<file path="src/rtl/sound_event_sequencer.sv">
// Sound event sequencer: turns game event strobes into fixed square-wave note sequences.
// Latency: an event loads on the next cycle; sample/sample_valid follow sample_req by one cycle.
// Backpressure: none; every request is served, busy events preempt, queue one-deep or drop.
module sound_event_sequencer #(
  parameter int unsigned        MS_DIV    = 50000,
  parameter logic signed [15:0] AMPLITUDE = 16'sd8192,
  parameter int unsigned        GAP_MS    = 10
) (
  input  logic               clk,
  input  logic               reset,
  input  logic               wall_hit,
  input  logic               paddle_hit,
  input  logic               point,
  input  logic               lvl_up,
  input  logic               win,
  input  logic               mute,
  input  logic               sample_req,
  output logic signed [15:0] sample,
  output logic               sample_valid,
  output logic               busy,
  output logic [2:0]         cur_event
);

  typedef enum logic [1:0] {ST_IDLE = 2'd0, ST_NOTE = 2'd1, ST_GAP = 2'd2} state_t;

  localparam logic [15:0] PRE_LAST = 16'(MS_DIV - 1);
  localparam logic [8:0]  GAP_LAST = 9'(GAP_MS - 1);

  state_t             state_q, state_d;
  logic [2:0]         cur_q, pending_q, pending_d;
  logic [2:0]         evt_new, start_evt, start_pend, load_evt;
  logic [1:0]         idx_q, last_idx;
  logic               phase_q;
  logic [16:0]        hp_cnt_q, note_hp;
  logic [15:0]        pre_cnt_q;
  logic [8:0]         ms_cnt_q, note_ms;
  logic               ms_wrap, note_done, gap_done, seq_end;
  logic               load, seg_gap, seg_next, seq_idle;
  logic signed [15:0] tone_val;

  // Note table: half-period (clk cycles at 50 MHz) and duration (ms) of the current note
  always_comb begin
    note_hp  = 17'd1;
    note_ms  = 9'd1;
    last_idx = 2'd0;
    case (cur_q)
      3'd1: begin
        note_hp = 17'd56818;
        note_ms = 9'd40;
      end
      3'd2: begin
        note_hp = 17'd28409;
        note_ms = 9'd40;
      end
      3'd3: begin
        last_idx = 2'd1;
        note_ms  = 9'd100;
        note_hp  = (idx_q == 2'd0) ? 17'd47801 : 17'd63776;
      end
      3'd4: begin
        last_idx = 2'd2;
        note_ms  = 9'd80;
        case (idx_q)
          2'd0:    note_hp = 17'd47801;
          2'd1:    note_hp = 17'd37936;
          default: note_hp = 17'd31888;
        endcase
      end
      3'd5: begin
        last_idx = 2'd3;
        case (idx_q)
          2'd0: begin
            note_hp = 17'd47801;
            note_ms = 9'd150;
          end
          2'd1: begin
            note_hp = 17'd37936;
            note_ms = 9'd150;
          end
          2'd2: begin
            note_hp = 17'd31888;
            note_ms = 9'd150;
          end
          default: begin
            note_hp = 17'd23878;
            note_ms = 9'd300;
          end
        endcase
      end
      default: ;
    endcase
  end

  // Fixed-priority pick among simultaneous event pulses; lower ones are dropped
  always_comb begin
    if (win)             evt_new = 3'd5;
    else if (lvl_up)     evt_new = 3'd4;
    else if (point)      evt_new = 3'd3;
    else if (paddle_hit) evt_new = 3'd2;
    else if (wall_hit)   evt_new = 3'd1;
    else                 evt_new = 3'd0;
  end

  // When starting from idle (or at sequence end) a new event competes with pending;
  // a losing pending survives, a losing new event is dropped (pending wins ties)
  assign start_evt  = (evt_new > pending_q) ? evt_new : pending_q;
  assign start_pend = (evt_new > pending_q) ? pending_q : 3'd0;

  assign ms_wrap   = (pre_cnt_q == PRE_LAST);
  assign note_done = (state_q == ST_NOTE) && ms_wrap && (ms_cnt_q == note_ms - 9'd1);
  assign gap_done  = (state_q == ST_GAP) && ms_wrap && (ms_cnt_q == GAP_LAST);
  assign seq_end   = gap_done && (idx_q == last_idx);

  // State register
  always_ff @(posedge clk or negedge reset) begin
    if (!reset) state_q <= ST_IDLE;
    else        state_q <= state_d;
  end

  // Next-state and sequencing decisions
  always_comb begin
    state_d   = state_q;
    pending_d = pending_q;
    load      = 1'b0;
    load_evt  = cur_q;
    seg_gap   = 1'b0;
    seg_next  = 1'b0;
    seq_idle  = 1'b0;
    case (state_q)
      ST_IDLE: begin
        if (start_evt != 3'd0) begin
          load      = 1'b1;
          load_evt  = start_evt;
          pending_d = start_pend;
          state_d   = ST_NOTE;
        end
      end
      ST_NOTE, ST_GAP: begin
        if (seq_end) begin
          if (start_evt != 3'd0) begin
            load      = 1'b1;
            load_evt  = start_evt;
            pending_d = start_pend;
            state_d   = ST_NOTE;
          end else begin
            seq_idle = 1'b1;
            state_d  = ST_IDLE;
          end
        end else if (evt_new > cur_q) begin
          // Preempt: the interrupted sequence is discarded
          load     = 1'b1;
          load_evt = evt_new;
          state_d  = ST_NOTE;
        end else begin
          if (evt_new > pending_q) pending_d = evt_new;
          if (note_done) begin
            seg_gap = 1'b1;
            state_d = ST_GAP;
          end else if (gap_done) begin
            seg_next = 1'b1;
            state_d  = ST_NOTE;
          end
        end
      end
      default: state_d = ST_IDLE;
    endcase
  end

  // Outputs derived from state: busy flag and the tone level feeding the sample register
  always_comb begin
    busy     = (state_q != ST_IDLE);
    tone_val = 16'sd0;
    if ((state_q == ST_NOTE) && !mute) tone_val = phase_q ? AMPLITUDE : -AMPLITUDE;
  end

  assign cur_event = cur_q;

  // Sequence datapath: event, pending slot, note index, tone phase and timing counters
  always_ff @(posedge clk or negedge reset) begin
    if (!reset) begin
      cur_q     <= 3'd0;
      pending_q <= 3'd0;
      idx_q     <= 2'd0;
      phase_q   <= 1'b0;
      hp_cnt_q  <= 17'd0;
      pre_cnt_q <= 16'd0;
      ms_cnt_q  <= 9'd0;
    end else begin
      pending_q <= pending_d;
      if (load || seq_idle || seg_next || seg_gap) begin
        // Every segment boundary restarts timing; each note starts at phase 0
        phase_q   <= 1'b0;
        hp_cnt_q  <= 17'd0;
        pre_cnt_q <= 16'd0;
        ms_cnt_q  <= 9'd0;
        if (load) begin
          cur_q <= load_evt;
          idx_q <= 2'd0;
        end else if (seq_idle) begin
          cur_q <= 3'd0;
          idx_q <= 2'd0;
        end else if (seg_next) begin
          idx_q <= idx_q + 2'd1;
        end
      end else if (state_q != ST_IDLE) begin
        if (ms_wrap) begin
          pre_cnt_q <= 16'd0;
          ms_cnt_q  <= ms_cnt_q + 9'd1;
        end else begin
          pre_cnt_q <= pre_cnt_q + 16'd1;
        end
        if (state_q == ST_NOTE) begin
          if (hp_cnt_q == note_hp - 17'd1) begin
            hp_cnt_q <= 17'd0;
            phase_q  <= ~phase_q;
          end else begin
            hp_cnt_q <= hp_cnt_q + 17'd1;
          end
        end
      end
    end
  end

  // Sample register: capture the tone level on each request, strobe valid for one cycle
  always_ff @(posedge clk or negedge reset) begin
    if (!reset) begin
      sample       <= 16'sd0;
      sample_valid <= 1'b0;
    end else begin
      sample_valid <= sample_req;
      if (sample_req) sample <= tone_val;
    end
  end

endmodule

</file>
<file path="config.mk">
export PLATFORM = sky130hd
export DESIGN_NAME = sound_event_sequencer
export DESIGN_NICKNAME = d
export VERILOG_FILES = /design/src/rtl/sound_event_sequencer.sv
export SDC_FILE = /design/constraint.sdc
export NUM_CORES = 1
export LEC_CHECK = 0
export BUFFER_PORTS_ARGS = -buffer_cell sky130_fd_sc_hd__buf_2
export CAP_MARGIN = 10
export CORE_MARGIN = 4
export CORE_UTILIZATION = 50
export CTS_CLUSTER_DIAMETER = 150
export CTS_CLUSTER_SIZE = 30
export DETAILED_ROUTE_END_ITERATION = 8
export PLACE_DENSITY_LB_ADDON = 0.3
export SYNTH_ARGS = -nofsm -noshare
export SYNTH_HDL_FRONTEND = slang
export SYNTH_SLANG_ARGS = --single-unit
</file>
<file path="constraint.sdc">
create_clock -name clk -period 4.4 [get_ports clk]
set_input_delay 0.66 -clock clk [delete_from_list [all_inputs] [get_ports clk]]
set_output_delay 0.66 -clock clk [all_outputs]
set_load 0.02 [all_outputs]
</file>
==> key figures <==
Global route
  – GRT Resource Usage Total: 0.204
  – Largest net degree at the start of global routing: 34
  – First-pass GRT wire length: ~18000 um
  – Vias in the first global route: ~3900
  – Initial antenna violation count: 0
  – GRT overflow: 0

Clocking
  – Hold buffers post-CTS: 0
  – Sink Count: between 50 and 60
  – Post-CTS sizing: 0
  – CTS tree: built
  – Postcts setup bufs: 0
  – Worst skew pair latency: around 320 ps
  – H-tree level count: 2
  – TritonCTS buffer count: 5
  – Longest Clk Path Bufs: 2
  – Clock transition at the registers of the reported paths: 100 ps
  – Root Driver: clkbuf_8

Cells and area
  – Diodes inserted: 0
  – P&R area growth vs syn: 3.47%
  – Fin area: about 4700 um^2
  – Fin nets: slightly below 600
  – Share of cells above drive strength 1: 0.0866
  – Fillers: around 830

Die
  – Die Y: approximately 100 um
  – Core Rows: 34
  – Die Wd: between 100 and 150 um
  – Die Area: about 11000 um^2
  – Core area: 8810 um^2
  – Initial Utilization: 0.521
  – Count of boundary I/O pins: 30

Routing
  – DR iter-0 viols: ~300
  – Drc violations: 0
  – Vias per Instance: 6.20
  – Antenna-violating nets left: 0
  – Final WL: between 10000 and 15000 um
  – Vias: between 4000 and 5000
  – Initial DRT Pass Iterations: 5
  – Drt wl/cell: between 15 and 20 um

Worst setup path
  – Crit path top cell by count: buf_4
  – Worst Path Required: 4580 ps
  – Worst setup EP type: register
  – Type of origin of the critical path: register
  – Critical Path Max Stage Delay: slightly below 900 ps
  – CP max stage cell: dfrtp_1
  – Setup CP Type: reg -> reg
  – Worst EP arrival: 3760 ps
  – CP cell instances: buf_4 > nor2b_1 > o221ai_1 > o31ai_1 > a32oi_1 > a31oi_1 > nand4_1 > buf_4 > o21ai_1 > nor2_1
  – Crit path max fanout: 23

Pwr
  – Peak VDD IR: a little over 0.3 mV
  – Power density over cell area: around 460 nW/um^2
  – Leakage: between 1.5 and 2 nW

Synthesis
  – Post-synth top cells: dfrtp_1, nor2_1, nand2_1
  – Register bit total from synthesis: 56
  – Post-Synthesis Cells: 570
  – Yosys top cell area share: 0.306
  – Post-synth top area cell: dfrtp_1
  – Average size of a mapped cell: ~8 um^2
  – Synth unique cells: 72
  – Register area share after synthesis: 0.306
  – Synth top area cells: dfrtp_1, ha_1, a21oi_1, nor2_1, nand2_1
  – Mapped Area: approximately 4600 um^2
  – Synth warnings: 0
  – Post-synth ARST share: 1.00
  – Top FF cell, synth: dfrtp_1
  – Number of synthesized flops with an enable pin: 0

STA
  – Total negative slack: 0 ps
  – Period Utilization, post-route: 0.814
  – Tmin final: approximately 3600 ps
  – Fmax: roughly 0.28 GHz
  – Final Hold Viols: 0
  – Skew final: 9.90 ps
  – Max-slew violations: 0
  – Slew Limit Headroom: 0.467
  – RSZ-0062 raised after global routing: false
  – Transition time of the tightest slew-check pin: around 800 ps
  – # setup viols final: 0

Placed design
  – Gpl congestion: ~0.89
  – Final HPWL DP: ~8000 um
  – PortBufs: 16
  – Dpl cell area: 4660 um^2

Run
  – Max_cap viols: 0

Min path
  – Min-delay worst type: in -> async

Run status
  – Run status: finished clean
[metrics by stage]
step	util	setup WS [ps]	hold WS, ps	instances	power [mW]
2_1_floorplan	-	721	364	582	1.59
3_3_place_gp	0.529	753	502	666	1.84
3_5_place_dp	0.529	576	508	666	1.88
4_1_cts	0.539	804	366	674	2.17
5_1_grt	0.539	534	373	674	2.34
6_report	0.539	817	344	674	2.17
[kinds of logic (layout without fill, tap and decap cells)]
logic type / after synthesis / in the layout / share of synthesized area
fa+ha+maj: 20 / 20 / 0.0546
buf+inv: 66 / 50 / 0.0685
flops: 56 / 56 / 0.306
xor+xnor: 35 / 35 / 0.0668
compound gates: 144 / 144 / 0.209
simple gates: 243 / 243 / 0.284
other cells: 1 / 13 / 0.000818
mux: 5 / 5 / 0.0112
[flip-flops by register name, indices dropped and copies added (netlist names)]
name,cells
sample_valid,1
pending_q,3
pre_cnt_q,16
hp_cnt_q,17
idx_q,2
cur_event,3
phase_q,1
sample,2
ms_cnt_q,9
state_q,2
[cells in the final DEF (no fill, tap or decap), types with 9 or more instances in the layout]
cell type	count
nor2_1	56
a21oi_1	42
nand3b_1	9
nand3_1	22
nand4_1	18
xor2_1	16
o31ai_1	9
nand2_1	47
and3_1	15
or3_1	9
dfrtp_1	56
buf_2	16
xnor2_1	19
inv_1	18
conb_1	13
ha_1	20
o211ai_1	12
o21ai_0	32
nor3_1	15
[per-layer routing]
metal	vias to the layer above	track usage	wire length [um]
li1	2026	-	-
met2	108	0.351	5540
met3	15	0.0261	419
met5	-	0	0
met1	2030	0.269	4960
met4	0	0.0579	178
[report_power, final]
| group | switching (mW) | total, mW | internal [mW] |
|---|---|---|---|
| clock network | 0.173 | 0.286 | 0.114 |
| registers | 0.0706 | 0.632 | 0.561 |
| logic | 0.831 | 1.25 | 0.421 |
| total | 1.07 | 2.17 | 1.10 |
[worst paths after layout]
path / from / end / slack (ps) / depth (start not counted)
max: cur_event[0]$_DFFE_PN0P_ / hp_cnt_q[14]$_DFFE_PN0P_ / 820 / 10
min: reset / hp_cnt_q[8]$_DFFE_PN0P_ / 340 / 1
max reg2reg: cur_event[0]$_DFFE_PN0P_ / hp_cnt_q[14]$_DFFE_PN0P_ / 820 / 10
min reg2reg: pending_q[1]$_DFFE_PN0P_ / pending_q[1]$_DFFE_PN0P_ / 520 / 1
max in group asynchronous: reset / pre_cnt_q[8]$_DFFE_PN0P_ / 3190 / 2
min in group clk: sample_req / sample_valid$_DFF_PN0_ / 490 / 1
[final cells by class]
class	instances	area [um^2]	share of cell area
multi-input cells	460	2920	0.614
flip-flops and latches	56	1400	0.295
well taps	108	135	0.0285
repair buffers	23	133	0.0280
clock buffers	6	72.6	0.0153
inverters	19	71.3	0.0150
clock inverters	2	16.3	0.00343
[worst max-delay path: cells and delay by family, from the launching register on]
kind,cells,cell delay (ps)
compound gates,5,1410
simple gates,3,660
buf+inv,2,490
flops,1,880
(Power assumes the default switching activity.)
